===== config.mk =====
export PLATFORM = sky130hd
export DESIGN_NAME = serial_seq_ctrl_flat
export DESIGN_NICKNAME = d
export VERILOG_FILES = /design/src/rtl/serial_seq_pkg.sv /design/src/rtl/serial_seq_ctrl_if.sv /design/src/rtl/serial_shreg.sv /design/src/rtl/serial_seq_ctrl.sv /design/src/flat_wrapper.sv
export SDC_FILE = /design/constraint.sdc
export NUM_CORES = 1
export LEC_CHECK = 0
export CELL_PAD_IN_SITES_DETAIL_PLACEMENT = 0
export CELL_PAD_IN_SITES_GLOBAL_PLACEMENT = 1
export CORE_MARGIN = 10
export CORE_UTILIZATION = 42
export CTS_CLUSTER_SIZE = 28
export DETAILED_ROUTE_END_ITERATION = 10
export HOLD_SLACK_MARGIN = 0.15
export PLACE_DENSITY = 0.95
export REMOVE_ABC_BUFFERS = 1
export SLEW_MARGIN = 0
export SYNTH_ARGS = -nofsm -noshare
export SYNTH_HDL_FRONTEND = slang
export SYNTH_SLANG_ARGS = --single-unit

===== constraint.sdc =====
create_clock -name clk -period 5.99 [get_ports clk]
set_input_delay 1.198 -clock clk [delete_from_list [all_inputs] [get_ports clk]]
set_output_delay 1.198 -clock clk [all_outputs]
set_load 0.05 [all_outputs]

===== src/rtl/serial_seq_pkg.sv =====
// Shared types, state encodings and defaults for the serial sequencer.
// Counter width helper sizes every counter to hold the largest terminal count.
package serial_seq_pkg;

  localparam int DEF_DATA_W  = 8;
  localparam int DEF_RESP_W  = 8;
  localparam int DEF_TIMEOUT = 16;

  typedef logic [2:0] state_t;

  localparam state_t ST_IDLE  = 3'd0;
  localparam state_t ST_START = 3'd1;
  localparam state_t ST_SHIFT = 3'd2;
  localparam state_t ST_WAIT  = 3'd3;
  localparam state_t ST_CAPT  = 3'd4;
  localparam state_t ST_DONE  = 3'd5;

  function automatic int cnt_width(input int a, input int b, input int c);
    int m;
    m = a;
    if (b > m) m = b;
    if (c > m) m = c;
    return $clog2(m + 1);
  endfunction

endpackage


===== src/rtl/serial_seq_ctrl_if.sv =====
// Command and response handshake bundle between the front-end (master)
// and the serial sequencer (slave).
interface serial_seq_ctrl_if
  import serial_seq_pkg::*;
#(
  parameter int DATA_W = DEF_DATA_W,
  parameter int RESP_W = DEF_RESP_W
);

  logic              cmd_valid;
  logic              cmd_ready;
  logic [DATA_W-1:0] cmd_data;
  logic              rsp_valid;
  logic              rsp_ready;
  logic [RESP_W-1:0] rsp_data;
  logic              rsp_err;

  modport master (
    output cmd_valid, cmd_data, rsp_ready,
    input  cmd_ready, rsp_valid, rsp_data, rsp_err
  );

  modport slave (
    input  cmd_valid, cmd_data, rsp_ready,
    output cmd_ready, rsp_valid, rsp_data, rsp_err
  );

endinterface


===== src/rtl/serial_shreg.sv =====
// Generic left-shifting register: clear beats load beats shift.
// Bits enter at the LSB and leave from the MSB.
module serial_shreg #(
  parameter int W = 8
) (
  input  logic         clk,
  input  logic         rst_n,
  input  logic         i_clr,
  input  logic         i_load,
  input  logic [W-1:0] i_d,
  input  logic         i_shift,
  input  logic         i_sin,
  output logic         o_msb,
  output logic [W-1:0] o_q
);

  logic [W-1:0] r_q;

  // Shift register storage with clear/load/shift priority
  always_ff @(posedge clk or negedge rst_n) begin
    if (!rst_n) begin
      r_q <= {W{1'b0}};
    end else if (i_clr) begin
      r_q <= {W{1'b0}};
    end else if (i_load) begin
      r_q <= i_d;
    end else if (i_shift) begin
      r_q <= (r_q << 1'b1) | W'(i_sin);
    end else begin
      r_q <= r_q;
    end
  end

  assign o_msb = r_q[W-1];
  assign o_q   = r_q;

endmodule


===== src/rtl/serial_seq_ctrl.sv =====
// Frames a parallel command as start pulse + MSB-first serial bits, then
// waits a bounded time for a start-bit-led serial response and returns it.
module serial_seq_ctrl
  import serial_seq_pkg::*;
#(
  parameter int DATA_W  = DEF_DATA_W,
  parameter int RESP_W  = DEF_RESP_W,
  parameter int TIMEOUT = DEF_TIMEOUT
) (
  input  logic                     clk,
  input  logic                     rst_n,
  serial_seq_ctrl_if.slave         bus,
  input  logic                     i_abort,
  output logic                     o_start,
  output logic                     o_din,
  input  logic                     i_dout,
  output logic                     o_busy
);

  localparam int CNT_W = cnt_width(DATA_W, RESP_W, TIMEOUT);
  localparam logic [CNT_W-1:0] CNT_ZERO   = {CNT_W{1'b0}};
  localparam logic [CNT_W-1:0] CNT_ONE    = CNT_W'(1);
  localparam logic [CNT_W-1:0] SHIFT_LAST = CNT_W'(DATA_W - 1);
  localparam logic [CNT_W-1:0] WAIT_LAST  = CNT_W'(TIMEOUT - 1);
  localparam logic [CNT_W-1:0] CAPT_LAST  = CNT_W'(RESP_W - 1);

  state_t             r_state;
  state_t             w_next;
  logic [CNT_W-1:0]   r_cnt;
  logic               r_start;
  logic               r_din;
  logic               r_cmd_ready;
  logic               r_err;
  logic               w_accept;
  logic               w_abort;
  logic               w_timeout;
  logic               w_counting;
  logic               w_tx_msb;
  logic [DATA_W-1:0]  w_tx_q_unused;
  logic               w_rx_msb_unused;
  logic [RESP_W-1:0]  w_rx_q;

  assign w_accept   = (r_state == ST_IDLE) & bus.cmd_valid & r_cmd_ready;
  assign w_abort    = i_abort & (r_state != ST_IDLE);
  assign w_timeout  = (r_state == ST_WAIT) & ~i_dout & (r_cnt == WAIT_LAST) & ~w_abort;
  assign w_counting = (r_state == ST_SHIFT) | (r_state == ST_WAIT) | (r_state == ST_CAPT);

  // Next-state decode; abort overrides every other transition
  always_comb begin
    w_next = r_state;
    if (w_abort) begin
      w_next = ST_IDLE;
    end else begin
      case (r_state)
        ST_IDLE:  if (w_accept) w_next = ST_START; else w_next = ST_IDLE;
        ST_START: w_next = ST_SHIFT;
        ST_SHIFT: if (r_cnt == SHIFT_LAST) w_next = ST_WAIT; else w_next = ST_SHIFT;
        ST_WAIT: begin
          if (i_dout)                  w_next = ST_CAPT;
          else if (r_cnt == WAIT_LAST) w_next = ST_DONE;
          else                         w_next = ST_WAIT;
        end
        ST_CAPT:  if (r_cnt == CAPT_LAST) w_next = ST_DONE; else w_next = ST_CAPT;
        ST_DONE:  if (bus.rsp_ready) w_next = ST_IDLE; else w_next = ST_DONE;
        default:  w_next = ST_IDLE;
      endcase
    end
  end

  // State, per-state counter and registered serial/handshake outputs
  always_ff @(posedge clk or negedge rst_n) begin
    if (!rst_n) begin
      r_state     <= ST_IDLE;
      r_cnt       <= CNT_ZERO;
      r_start     <= 1'b0;
      r_din       <= 1'b0;
      r_cmd_ready <= 1'b1;
      r_err       <= 1'b0;
    end else begin
      r_state     <= w_next;
      // Counter restarts on every state entry, so it never wraps in-state
      if (w_counting && (w_next == r_state)) begin
        r_cnt <= r_cnt + CNT_ONE;
      end else begin
        r_cnt <= CNT_ZERO;
      end
      r_start     <= (w_next == ST_START);
      r_din       <= (w_next == ST_SHIFT) & w_tx_msb;
      r_cmd_ready <= (w_next == ST_IDLE);
      if (w_accept) begin
        r_err <= 1'b0;
      end else if (w_timeout) begin
        r_err <= 1'b1;
      end else begin
        r_err <= r_err;
      end
    end
  end

  serial_shreg #(.W(DATA_W)) u_tx (
    .clk     (clk),
    .rst_n   (rst_n),
    .i_clr   (1'b0),
    .i_load  (w_accept),
    .i_d     (bus.cmd_data),
    .i_shift (w_next == ST_SHIFT),
    .i_sin   (1'b0),
    .o_msb   (w_tx_msb),
    .o_q     (w_tx_q_unused)
  );

  serial_shreg #(.W(RESP_W)) u_rx (
    .clk     (clk),
    .rst_n   (rst_n),
    .i_clr   (w_accept),
    .i_load  (1'b0),
    .i_d     ({RESP_W{1'b0}}),
    .i_shift (r_state == ST_CAPT),
    .i_sin   (i_dout),
    .o_msb   (w_rx_msb_unused),
    .o_q     (w_rx_q)
  );

  assign o_start       = r_start;
  assign o_din         = r_din;
  assign o_busy        = (r_state != ST_IDLE);
  assign bus.cmd_ready = r_cmd_ready;
  assign bus.rsp_valid = (r_state == ST_DONE);
  assign bus.rsp_data  = w_rx_q;
  assign bus.rsp_err   = r_err;

endmodule


===== src/flat_wrapper.sv =====
// flat-port wrapper written by rule: the top's interface ports become plain ports
module serial_seq_ctrl_flat import serial_seq_pkg::*;
#(
  parameter int DATA_W  = DEF_DATA_W,
  parameter int RESP_W  = DEF_RESP_W,
  parameter int TIMEOUT = DEF_TIMEOUT
)
  (clk, rst_n, i_abort, o_start, o_din, i_dout, o_busy, bus_cmd_valid, bus_cmd_data, bus_rsp_ready, bus_cmd_ready, bus_rsp_valid, bus_rsp_data, bus_rsp_err);
  serial_seq_ctrl_if #(.DATA_W(DATA_W), .RESP_W(RESP_W)) bus_i ();
  input  logic clk;
  input  logic rst_n;
  input  logic i_abort;
  output logic o_start;
  output logic o_din;
  input  logic i_dout;
  output logic o_busy;
  input wire logic [$bits(bus_i.cmd_valid)-1:0] bus_cmd_valid;
  input wire logic [$bits(bus_i.cmd_data)-1:0] bus_cmd_data;
  input wire logic [$bits(bus_i.rsp_ready)-1:0] bus_rsp_ready;
  output wire logic [$bits(bus_i.cmd_ready)-1:0] bus_cmd_ready;
  output wire logic [$bits(bus_i.rsp_valid)-1:0] bus_rsp_valid;
  output wire logic [$bits(bus_i.rsp_data)-1:0] bus_rsp_data;
  output wire logic [$bits(bus_i.rsp_err)-1:0] bus_rsp_err;
  assign bus_i.cmd_valid = bus_cmd_valid;
  assign bus_i.cmd_data = bus_cmd_data;
  assign bus_i.rsp_ready = bus_rsp_ready;
  assign bus_cmd_ready = bus_i.cmd_ready;
  assign bus_rsp_valid = bus_i.rsp_valid;
  assign bus_rsp_data = bus_i.rsp_data;
  assign bus_rsp_err = bus_i.rsp_err;
  serial_seq_ctrl #(.DATA_W(DATA_W), .RESP_W(RESP_W), .TIMEOUT(TIMEOUT)) u_core (.clk(clk), .rst_n(rst_n), .bus(bus_i), .i_abort(i_abort), .o_start(o_start), .o_din(o_din), .i_dout(i_dout), .o_busy(o_busy));
endmodule

==> metrics.txt <==
gr ovfl total 0; P per Cell Area approximately 380 mW/mm^2; Hold Path Cell Cnt 1; static leakage approximately 0.74 nW; commonest non-fill, non-tap cell in the layout nand2_1; Pint 378 uW; Post-CTS Setup Bufs 0; most frequent cells in the layout nand2_1, clkdlybuf4s50_1, dfrtp_1; effective utilization at floorplan a little over two fifths; DRC violations left 0; Floorplan Core Area roughly 0.0033 mm^2; CP Launch Type register; layout cell share with drive strength beyond 1 10.6%; Layout Cells excl Fill 216; wire per inst about 14 um; Port Buffers 27; relative slew slack about two thirds; hold crit path type reg2reg; final instance area ~0.0017 mm^2; transition time at the pin with the least slew margin roughly 510 ps; Logic pwr share 43.6%; total power about 650 uW; DR vias/cell around 5.2; Slew Limit Fails 0; min Tclk post-route 3310 ps; clock buffer depth 2; pin count of the biggest net entering global routing 29; P_sw 274 uW; Critical Path Sink Type output pin; post-cts sizing count 0; #FFs+latches synth 28; CP Class reg2out; dpl cells 212; synthesized instance count between 100 and 150; DRT iter0 DRCs 92; Seq/Total Area, Yosys 49.2%; CTS tree done; filler instances 327; hpwl dp between 2 and 2.5 mm; GRT Overall Usage around a tenth; clk_skew about 10 ps; Hold Fails Final Rpt 0; Post-Syn Area between 0.001 and 0.0015 mm^2; Die Width approximately 78 um; register share of total power ~42%; Place WS about 2800 ps; initial antenna violation count 0; Ys Warns 0; clock share of power between 10 and 15%; final setup violation count 0; outcome completed; FP Rows 21; DR pass1 iterations 4; H-tree Lvls 1; diode count 0; Peak supply drop around 0.13 mV; Syn-to-layout area delta 21.7%; Worst Path Required about 4800 ps; CTS Buf Count 3; Post-DP Area roughly 0.0017 mm^2; PnR worst setup slack 2680 ps; routability congestion estimate about 0.87; FF-to-FF Start u_core.r_cnt[0]; Yosys cell types 36; ANT nets after route 0; routed wire length between 2 and 3 mm; HP Start u_core.r_cnt[0]; RSZ-0062 raised after global routing false; clk sinks 28; switch share a little over two fifths; Max Cap Violations 0; Die H about 78 um; vias in the first global route ~1200; clk slew on worst S/H paths ~150 ps; cts hold-fix bufs 0; final net count 187; worst r2r path cells 7; Root Driver clkbuf_4; Clk Latency, worst-skew pair about 330 ps; die area about 0.0061 mm^2; first-pass GRT wire length roughly 5.2 mm; Syn Area/Cell 9.78 um^2; period utilisation layout roughly 55%; worst path arrival time ~2100 ps; crit-path max FO 15; Post-Route Setup TNS 0 ps; IO Count 28; via count 1121; max frequency 302 MHz; worst setup path start u_core.r_state[0]
==> power groups by stage <==
| stage | clock (mW) | sequential (mW) | combinational (mW) |
|---|---|---|---|
| after global routing | 0.104 | 0.285 | 0.312 |
| after detailed placement | 0 | 0.280 | 0.288 |
| after global placement | 0 | 0.278 | 0.278 |
| after CTS | 0.0945 | 0.276 | 0.289 |
| after floorplan | 0 | 0.302 | 0.181 |
| final | 0.0917 | 0.276 | 0.284 |
==> kinds of logic after synthesis <==
group,after synthesis,share of synthesized area (%)
XOR/XNOR,3,1.84
flip-flops,28,49.2
AND/OR/NAND/NOR,70,24.4
buffers and inverters,14,5.87
adder cells (fa/ha/maj),3,2.45
AO/OA/AOI/OAI,28,16.3
==> layer usage <==
metal | routed length, um | global-route usage [%] | up-vias
met1 | 1210 | 11.0 | 543
met2 | 1550 | 18.7 | 35
met4 | 0 | 1.25 | 0
li1 | - | - | 543
met5 | 0 | 0 | -
met3 | 229 | 3.53 | 0
==> synth_stat cells, drive strengths merged <==
library cell / count / share of area [%]
nand2: 34 / 8.9
dfrtp: 27 / 47
a21oi: 12 / 4.2
nor2: 12 / 3.2
nand3: 10 / 3.9
o211ai: 9 / 7.2
buf: 7 / 4.0
inv: 5 / 1.3
and2: 3 / 1.3
o21ai: 3 / 1.3
and3: 2 / 0.88
ha: 2 / 1.8
nand4bb: 2 / 1.6
nor3: 2 / 0.70
xnor2: 2 / 1.2
a31oi: 1 / 0.44
and3b: 1 / 0.61
clkbuf: 1 / 0.26
clkinv: 1 / 0.26
dfstp: 1 / 1.8
maj3: 1 / 0.70
nand2b: 1 / 0.44
nor4: 1 / 1.5
o2111ai: 1 / 1.8
o211a: 1 / 0.70
o31a: 1 / 0.61
or2: 1 / 0.44
or4b: 1 / 0.96
xor2: 1 / 0.61
==> cell type report <==
type / count / area, um^2 / share of cell area [%]
sequential: 28 / 702 / 40.4
multi-input combinational: 104 / 642 / 36.9
timing repair buffer: 28 / 278 / 16.0
tap: 46 / 57.6 / 3.31
clock buffer: 4 / 36.3 / 2.09
inverter: 6 / 22.5 / 1.30
==> worst max-delay path: stages (launching register included) <==
cell and delay, ps:
dfrtp_1 570, nor3_1 360, inv_1 120, clkdlybuf4s50_1 720
==> stage by stage <==
step	util [%]	hold slack, ps
global placement	51.4	452
floorplan	-	431
global route	52.5	491
finish	52.5	475
detailed placement	51.4	463
CTS	52.5	482
==> registers in the layout (all words and copies together) (netlist names) <==
| name | flops |
|---|---|
| u_core.o_din | 1 |
| u_core.u_tx.o_q | 8 |
| u_core.u_rx.o_q | 8 |
| u_core.o_start | 1 |
| u_core.r_state | 3 |
| u_core.bus.rsp_err | 1 |
| u_core.bus.cmd_ready | 1 |
| u_core.r_cnt | 5 |
==> worst paths after layout <==
path	slack (ps)	endpoint
max	2680	o_busy
min	470	u_core.r_cnt[0]
max reg2reg	3500	u_core.u_tx.o_q[3]
min reg2reg	470	u_core.r_cnt[0]
max in group asynchronous	4460	u_core.bus.cmd_ready
min in group asynchronous	1220	u_core.u_rx.o_q[1]
Power figures use the tool's default switching activity.
